--- src/rtl/layered_video_mux_if.sv ---
// Pixel-path bundle between the object drawers (master) and the layered mux (slave).
// Signal names match the surrounding VGA path.
interface layered_video_mux_if #(
  parameter int unsigned NUM_LAYERS = 8,
  parameter int unsigned RGB_W      = 8
);
  localparam int unsigned IdxW = (NUM_LAYERS > 1) ? $clog2(NUM_LAYERS) : 1;

  logic [NUM_LAYERS-1:0]       layerDrawReq;
  logic [NUM_LAYERS*RGB_W-1:0] layerRGB;
  logic [NUM_LAYERS-1:0]       layerEnable;
  logic [NUM_LAYERS-1:0]       flashMask;
  logic [RGB_W-1:0]            bgRGB;
  logic                        startOfFrame;
  logic [RGB_W-1:0]            RGBOut;
  logic                        winnerValid;
  logic [IdxW-1:0]             winnerIdx;
  logic [NUM_LAYERS-1:0]       collisionFrame;
  logic                        flashPhase;

  modport master (
    output layerDrawReq, layerRGB, layerEnable, flashMask, bgRGB, startOfFrame,
    input  RGBOut, winnerValid, winnerIdx, collisionFrame, flashPhase
  );

  modport slave (
    input  layerDrawReq, layerRGB, layerEnable, flashMask, bgRGB, startOfFrame,
    output RGBOut, winnerValid, winnerIdx, collisionFrame, flashPhase
  );
endinterface

--- src/rtl/layered_video_mux.sv ---
// Two-stage priority mux of sprite layers over a background, with colour-key transparency,
// frame-synchronous flashing and per-frame collision flags.
module layered_video_mux #(
  parameter int unsigned     NUM_LAYERS   = 8,
  parameter int unsigned     RGB_W        = 8,
  parameter logic [RGB_W-1:0] TRANSPARENT = 8'hFF,
  parameter int unsigned     FLASH_FRAMES = 16
) (
  input logic                 clk,
  input logic                 resetN,
  layered_video_mux_if.slave  bus
);
  localparam int unsigned IdxW = (NUM_LAYERS > 1) ? $clog2(NUM_LAYERS) : 1;
  localparam int unsigned CntW = (FLASH_FRAMES > 1) ? $clog2(FLASH_FRAMES) : 1;

  logic [NUM_LAYERS-1:0]       vis_d, vis_q;
  logic [NUM_LAYERS*RGB_W-1:0] rgb_q;
  logic [RGB_W-1:0]            bg_q;
  logic                        sof1_q;
  logic [RGB_W-1:0]            rgb_out_d, rgb_out_q;
  logic                        winner_valid_d, winner_valid_q;
  logic [IdxW-1:0]             winner_idx_d, winner_idx_q;
  logic [NUM_LAYERS-1:0]       hit;
  logic [NUM_LAYERS-1:0]       col_acc_d, col_acc_q;
  logic [NUM_LAYERS-1:0]       collision_frame_d, collision_frame_q;
  logic [CntW-1:0]             frame_cnt_d, frame_cnt_q;
  logic                        flash_phase_d, flash_phase_q;

  always_comb begin
    vis_d = '0;
    for (int i = 0; i < NUM_LAYERS; i++) begin
      vis_d[i] = bus.layerDrawReq[i] & bus.layerEnable[i]
               & (bus.layerRGB[i*RGB_W +: RGB_W] != TRANSPARENT)
               & ~(bus.flashMask[i] & flash_phase_q);
    end
  end

  always_comb begin
    frame_cnt_d   = frame_cnt_q;
    flash_phase_d = flash_phase_q;
    if (bus.startOfFrame) begin
      if (frame_cnt_q == CntW'(FLASH_FRAMES - 1)) begin
        frame_cnt_d   = '0;
        flash_phase_d = ~flash_phase_q;
      end else begin
        frame_cnt_d = frame_cnt_q + CntW'(1);
      end
    end
  end

  // Scan from the top down so the lowest visible index is the last writer.
  always_comb begin
    rgb_out_d      = bg_q;
    winner_valid_d = 1'b0;
    winner_idx_d   = '0;
    for (int i = NUM_LAYERS - 1; i >= 0; i--) begin
      if (vis_q[i]) begin
        rgb_out_d      = rgb_q[i*RGB_W +: RGB_W];
        winner_valid_d = 1'b1;
        winner_idx_d   = IdxW'(i);
      end
    end
  end

  // v & (v-1) is non-zero exactly when two or more layers are visible.
  always_comb begin
    hit = ((vis_q & (vis_q - NUM_LAYERS'(1))) != '0) ? vis_q : '0;
    if (sof1_q) begin
      collision_frame_d = col_acc_q;
      col_acc_d         = hit;
    end else begin
      collision_frame_d = collision_frame_q;
      col_acc_d         = col_acc_q | hit;
    end
  end

  always_ff @(posedge clk or negedge resetN) begin
    if (!resetN) begin
      vis_q             <= '0;
      rgb_q             <= '0;
      bg_q              <= '0;
      sof1_q            <= 1'b0;
      rgb_out_q         <= '0;
      winner_valid_q    <= 1'b0;
      winner_idx_q      <= '0;
      col_acc_q         <= '0;
      collision_frame_q <= '0;
      frame_cnt_q       <= '0;
      flash_phase_q     <= 1'b0;
    end else begin
      vis_q             <= vis_d;
      rgb_q             <= bus.layerRGB;
      bg_q              <= bus.bgRGB;
      sof1_q            <= bus.startOfFrame;
      rgb_out_q         <= rgb_out_d;
      winner_valid_q    <= winner_valid_d;
      winner_idx_q      <= winner_idx_d;
      col_acc_q         <= col_acc_d;
      collision_frame_q <= collision_frame_d;
      frame_cnt_q       <= frame_cnt_d;
      flash_phase_q     <= flash_phase_d;
    end
  end

  assign bus.RGBOut         = rgb_out_q;
  assign bus.winnerValid    = winner_valid_q;
  assign bus.winnerIdx      = winner_idx_q;
  assign bus.collisionFrame = collision_frame_q;
  assign bus.flashPhase     = flash_phase_q;
endmodule

--- src/flat_wrapper.sv ---
// flat-port wrapper written by rule: the top's interface ports become plain ports
module layered_video_mux_flat 
#(
  parameter int unsigned     NUM_LAYERS   = 8,
  parameter int unsigned     RGB_W        = 8,
  parameter logic [RGB_W-1:0] TRANSPARENT = 8'hFF,
  parameter int unsigned     FLASH_FRAMES = 16
)
  (clk, resetN, bus_layerDrawReq, bus_layerRGB, bus_layerEnable, bus_flashMask, bus_bgRGB, bus_startOfFrame, bus_RGBOut, bus_winnerValid, bus_winnerIdx, bus_collisionFrame, bus_flashPhase);
  layered_video_mux_if #(.NUM_LAYERS(NUM_LAYERS), .RGB_W(RGB_W)) bus_i ();
  input logic clk;
  input logic resetN;
  input wire logic [$bits(bus_i.layerDrawReq)-1:0] bus_layerDrawReq;
  input wire logic [$bits(bus_i.layerRGB)-1:0] bus_layerRGB;
  input wire logic [$bits(bus_i.layerEnable)-1:0] bus_layerEnable;
  input wire logic [$bits(bus_i.flashMask)-1:0] bus_flashMask;
  input wire logic [$bits(bus_i.bgRGB)-1:0] bus_bgRGB;
  input wire logic [$bits(bus_i.startOfFrame)-1:0] bus_startOfFrame;
  output wire logic [$bits(bus_i.RGBOut)-1:0] bus_RGBOut;
  output wire logic [$bits(bus_i.winnerValid)-1:0] bus_winnerValid;
  output wire logic [$bits(bus_i.winnerIdx)-1:0] bus_winnerIdx;
  output wire logic [$bits(bus_i.collisionFrame)-1:0] bus_collisionFrame;
  output wire logic [$bits(bus_i.flashPhase)-1:0] bus_flashPhase;
  assign bus_i.layerDrawReq = bus_layerDrawReq;
  assign bus_i.layerRGB = bus_layerRGB;
  assign bus_i.layerEnable = bus_layerEnable;
  assign bus_i.flashMask = bus_flashMask;
  assign bus_i.bgRGB = bus_bgRGB;
  assign bus_i.startOfFrame = bus_startOfFrame;
  assign bus_RGBOut = bus_i.RGBOut;
  assign bus_winnerValid = bus_i.winnerValid;
  assign bus_winnerIdx = bus_i.winnerIdx;
  assign bus_collisionFrame = bus_i.collisionFrame;
  assign bus_flashPhase = bus_i.flashPhase;
  layered_video_mux #(.NUM_LAYERS(NUM_LAYERS), .RGB_W(RGB_W), .TRANSPARENT(TRANSPARENT), .FLASH_FRAMES(FLASH_FRAMES)) u_core (.clk(clk), .resetN(resetN), .bus(bus_i));
endmodule
--- config.mk ---
export PLATFORM = sky130hd
export DESIGN_NAME = layered_video_mux_flat
export DESIGN_NICKNAME = d
export VERILOG_FILES = /design/src/rtl/layered_video_mux_if.sv /design/src/rtl/layered_video_mux.sv /design/src/flat_wrapper.sv
export SDC_FILE = /design/constraint.sdc
export NUM_CORES = 1
export LEC_CHECK = 0
export CAP_MARGIN = 40
export CORE_UTILIZATION = 30
export CTS_BUF_LIST = sky130_fd_sc_hd__clkbuf_4 sky130_fd_sc_hd__clkbuf_8
export CTS_CLUSTER_DIAMETER = 120
export DETAILED_ROUTE_END_ITERATION = 16
export GPL_ROUTABILITY_DRIVEN = 0
export SETUP_SLACK_MARGIN = 0.4
export SYNTH_ARGS = -nofsm -noshare
export SYNTH_HDL_FRONTEND = slang
export SYNTH_SLANG_ARGS = --single-unit
--- constraint.sdc ---
create_clock -name clk -period 3.3 [get_ports clk]
set_clock_uncertainty 0.15 [all_clocks]
set_input_delay 0.66 -clock clk [delete_from_list [all_inputs] [get_ports clk]]
set_output_delay 0.66 -clock clk [all_outputs]
set_load 0.01 [all_outputs]
# Yosys cells after proc, flatten, opt, wreduce, memory -nomap -nowiden
# Cells that the tools add are included.
# op_classes
eq_ne,9
mux,27
add_sub_neg,2
reduce_logical,2
n_bitwise,43
# op_table
operator,n
$mux 8,10
$ne 8x8->1 const B,8
$and 1x1->1,32
$mux 3,8
$not 1->1,9
$and 8x8->8,1
$mux 1,8
$or 8x8->8,1
$reduce_bool 8->1,1
$sub 8x1->8 const B,1
$add 4x1->4 const B,1
$eq 4x4->1 const B,1
$mux 4,1
$reduce_and 2->1,1
# totals
register_bits,114
wordCells,94
out_inout_bits,21
input_bits,99

# Longest topological paths before layout
# logic_depth
ltp_word,8
depth_mapped,6
ltp_nobuf,4

# Least setup slack after synthesis
# OpenSTA, ideal clock, no wires.
# synth_path
path_kind,register to register
from,register u_core.vis_q[3]
to,"register u_core.rgb_out_q[0], in the netlist u_core.bus.RGBOut[0]"
t_arrival_ns,1.200
path_buffers,1
period_less_slack_ns,1.478
slack_ns,1.822
stages_incl_launch_ff,6
setup_time_ns,0.128
required_ns,3.022
cell_sequence,dfrtp_1 -> nor2b_1 -> buf_6 -> a221o_1 -> a31oi_1 -> o31ai_2
# synth_via
elab_chain_cells,4
# synth_lines
item,line_no,rtl
"start, declared",layered_video_mux.sv:16,"logic [NUM_LAYERS-1:0] vis_d, vis_q;"
"start signal, assigned",layered_video_mux.sv:91,vis_q <= vis_d;
$mux 8 (4 in a row),layered_video_mux.sv:57,if (vis_q[i]) begin
net u_core.rgb_out_d[0],layered_video_mux.sv:20,"logic [RGB_W-1:0] rgb_out_d, rgb_out_q;"
"end signal, assigned",layered_video_mux.sv:95,rgb_out_q <= rgb_out_d;
"end, declared",layered_video_mux.sv:20,
# The timed path passes the listed nets, and every way through them passes these cells.
# A chain may end at the register's enable or synchronous reset.

# Worst setup path after layout
# layout_path
from,"register u_core.flash_phase_q, in the netlist u_core.bus.flashPhase"
to,output bus_flashPhase
# layout_rtl
item,line_no,rtl
"start, declared",layered_video_mux.sv:27,"logic flash_phase_d, flash_phase_q;"
"start signal, assigned",layered_video_mux.sv:101,flash_phase_q <= flash_phase_d;
"end, declared",flat_wrapper.sv:23,output wire logic [$bits(bus_i.flashPhase)-1:0] bus_flashPhase;
# No word-level cell between the ends.

==> reports/results.ini <==
[die]
chipWidth_um = 119.6
io_pins = 120
fp-row-count = 42
design.core.area_um2 = 13350
start_util = 0.3107
die_area_um2 = 14300
fp.dieH_um = 119.6

[timing]
max_freq_ghz = 0.4008
worst_slack_ns = 0.8051
setup-tns-final_ns = 0
slew_headroom = 0.4640
setup_viol = 0
whs_ns = 0.3138
min_period_ns = 2.495
min_period_over_period = 0.7560
rsz0062_at_grt = no
drv_slew = 0
tightestPinTransition_ns = 0.8011
finalHoldViolCount = 0

[placed_design]
place_ws_ns = 1.230
io_buffers = 119
hpwl_mm = 7.715

[grt]
grt_pass1_wl_mm = 16.43
grt_overflow = 0
grt_max_degree = 66
antenna_found_initial = 0
grt_usage = 0.1556
grt_pass1_vias = 3107

[clock_tree]
cts_made_buffers = 17
cts_hold_buf = 1
clkTransAtPathRegs_ns = 0.07
post_cts_resized = 0
post-cts-setup-buffer-count = 0
cts_max_level = 4
clockBufferDepth = 2
cts_sinks = 114
cts_tree = built
clock-root-buffer = clkbuf_8
clkLatencyLatePin_ns = 0.43

[drt]
via_per_inst = 4.697
post_drt_wl_per_cell_um = 16.34
wl_met3_um = 533
top_layer = met4
vias = 2926
wl_met2_mm = 5.241
wl_met1_mm = 4.246
drt_wl_total_mm = 10.18
drcViolationCount = 0
ant_nets = 0
drt_iter0_drc = 133
firstDrtPassIters = 5

[finish]
diodes = 0
syn2layout_area_growth_pct = 43.53
drive_gt1_frac = 0.1186
nets = 534

[power]
power_frac_clock = 0.362
switching_share = 0.2669
p_per_area_nw_per_um2 = 622.2
p_leak_nw = 2.420
p_switching_w = 0.0009886
intPower_w = 0.002715
ir_drop_mv = 0.2266
pwr-share-comb = 0.179
seqPwrFrac = 0.459

[critical_path]
r2r_start = u_core.vis_q[2]
critPathLaunch = u_core.bus.flashPhase
worstPathRequired_ns = 2.49
crit_family = buffers and inverters
crit_type = reg -> out
cp.arrival_ns = 1.68
crit_path_end_kind = output pin
slowest_stage = clkdlybuf4s50_1
crit_fanout = 10
worstPathCellList = clkdlybuf4s50_1
crit_path_start_kind = flip-flop
slowest_delay_ns = 0.63
crit_buf_inv = 1

[logic_synthesis]
synth_cell_types = 33
yosysWarnings = 0
synth_fp_nets = 408
netlist_area_um2 = 4148
synthArstFlopShare = 1.000
synth_seq_area_share = 0.6878
synth_area_leaders = dfrtp_1 69%, nand4_1 2.7%, mux2_2 2.4%, o2111a_1 2.2%, o31ai_2 2.1%
synth_seq_cells = 114
synth_top_cells_by_count = 114 x dfrtp_1, 21 x nand2_1, 18 x nand4_1
ys.flop_type = dfrtp_1
yosys.area.top_type = dfrtp_1
netlist_instances = 308
synth_top_area_frac = 0.6878
yosysMostFrequentCell = dfrtp_1
synth-edff-count = 0
syn_avg_cell_area_um2 = 13.47

[worst_hold_path]
hold_path.class = reg -> reg
hp-start = u_core.rgb_q[4]

[job]
maxCapViolCount = 0

[outcome]
status = completed

[registers in the layout, indices dropped and copies added (netlist names)]
signal / cells
u_core.bus.winnerIdx: 3
u_core.bus.collisionFrame: 8
u_core.sof1_q: 1
u_core.bus.RGBOut: 8
u_core.bus.flashPhase: 1
u_core.vis_q: 8
u_core.bus.winnerValid: 1
u_core.rgb_q: 64
u_core.col_acc_q: 8
u_core.frame_cnt_q: 4
u_core.bg_q: 8
[stage by stage]
stage | util | cells | area, um2 | total power, W
after floorplan | - | 308 | 4148 | 0.001993
after global placement | 0.4120 | 589 | 5499 | 0.002377
after detailed placement | 0.4140 | 590 | 5527 | 0.002402
after CTS | 0.4460 | 623 | 5953 | 0.003749
after global routing | 0.4460 | 623 | 5953 | 0.003893
final | 0.4460 | 623 | 5953 | 0.003704
[worst register-to-register path, delay by kind of cell (launching register included)]
family | cells | cell delay, ns
AO/OA/AOI/OAI | 2 | 0.54
flip-flops | 1 | 0.56
AND/OR/NAND/NOR | 1 | 0.70
[layout make-up]
class	instances	area, um2
tap	176	220.2
timing repair buffer	123	1254
fill	1261	7395
inverter	8	30.03
sequential	114	2853
clock buffer	19	255.2
clock inverter	13	161.4
multi-input combinational	170	1180
[kinds of logic after synthesis]
family | count (synthesis) | share of synthesized area
AOI/OAI and AO/OA | 71 | 0.1327
xor gates and xnor gates | 2 | 0.004224
adders and majority gates | 1 | 0.003016
buffers and inverters | 24 | 0.02775
DFF | 114 | 0.6878
muxes | 17 | 0.04374
and+or+nand+nor | 79 | 0.1008
[power by group through the flow]
stage	logic, W	registers [W]	clock network, W
global placement	0.000653	0.00172	0
global route	0.000723	0.00173	0.00144
CTS	0.000673	0.00171	0.00137
detailed placement	0.000670	0.00173	0
finish	0.000661	0.00170	0.00134
floorplan	0.000303	0.00169	0
[final timing paths]
kind | end | slack (ns) | cells past startpoint
max in group asynchronous | u_core.bg_q[3] | 1.70 | 4
setup reg to reg | u_core.bus.RGBOut[3] | 1.26 | 3
hold / removal | u_core.bus.RGBOut[4] | 0.31 | 2
min in group asynchronous | u_core.rgb_q[62] | 0.48 | 2
setup / recovery | bus_flashPhase | 0.81 | 1
hold reg to reg | u_core.bus.RGBOut[4] | 0.31 | 2
[per-layer routing]
metal / vias up / GRT usage
met5: - / 0
met4: 0 / 0.05859
met3: 19 / 0.04563
met2: 88 / 0.2572
met1: 1440 / 0.1919
li1: 1379 / -
[layout by cell type (no fill, tap or decap), types with 2 or more instances in the layout]
master and count:
clkdlybuf4s50_1 118, dfrtp_1 114, nand2_1 21, nand4_1 18, clkbuf_8 18, a21oi_1 15, nor2_1 14, o21ai_0 11
mux2_2 9, inv_1 8, mux2i_1 8, nand3b_1 8, o211ai_1 8, o2111a_1 8, nand2b_1 7, a221o_1 7
a31oi_1 7, o31ai_2 7, nand3_1 5, a22o_1 5, clkinvlp_4 4, clkinv_4 3, bufinv_16 3, clkinv_2 3
nor4_1 2, xnor2_1 2, buf_4 2
(Power assumes the default switching activity.)
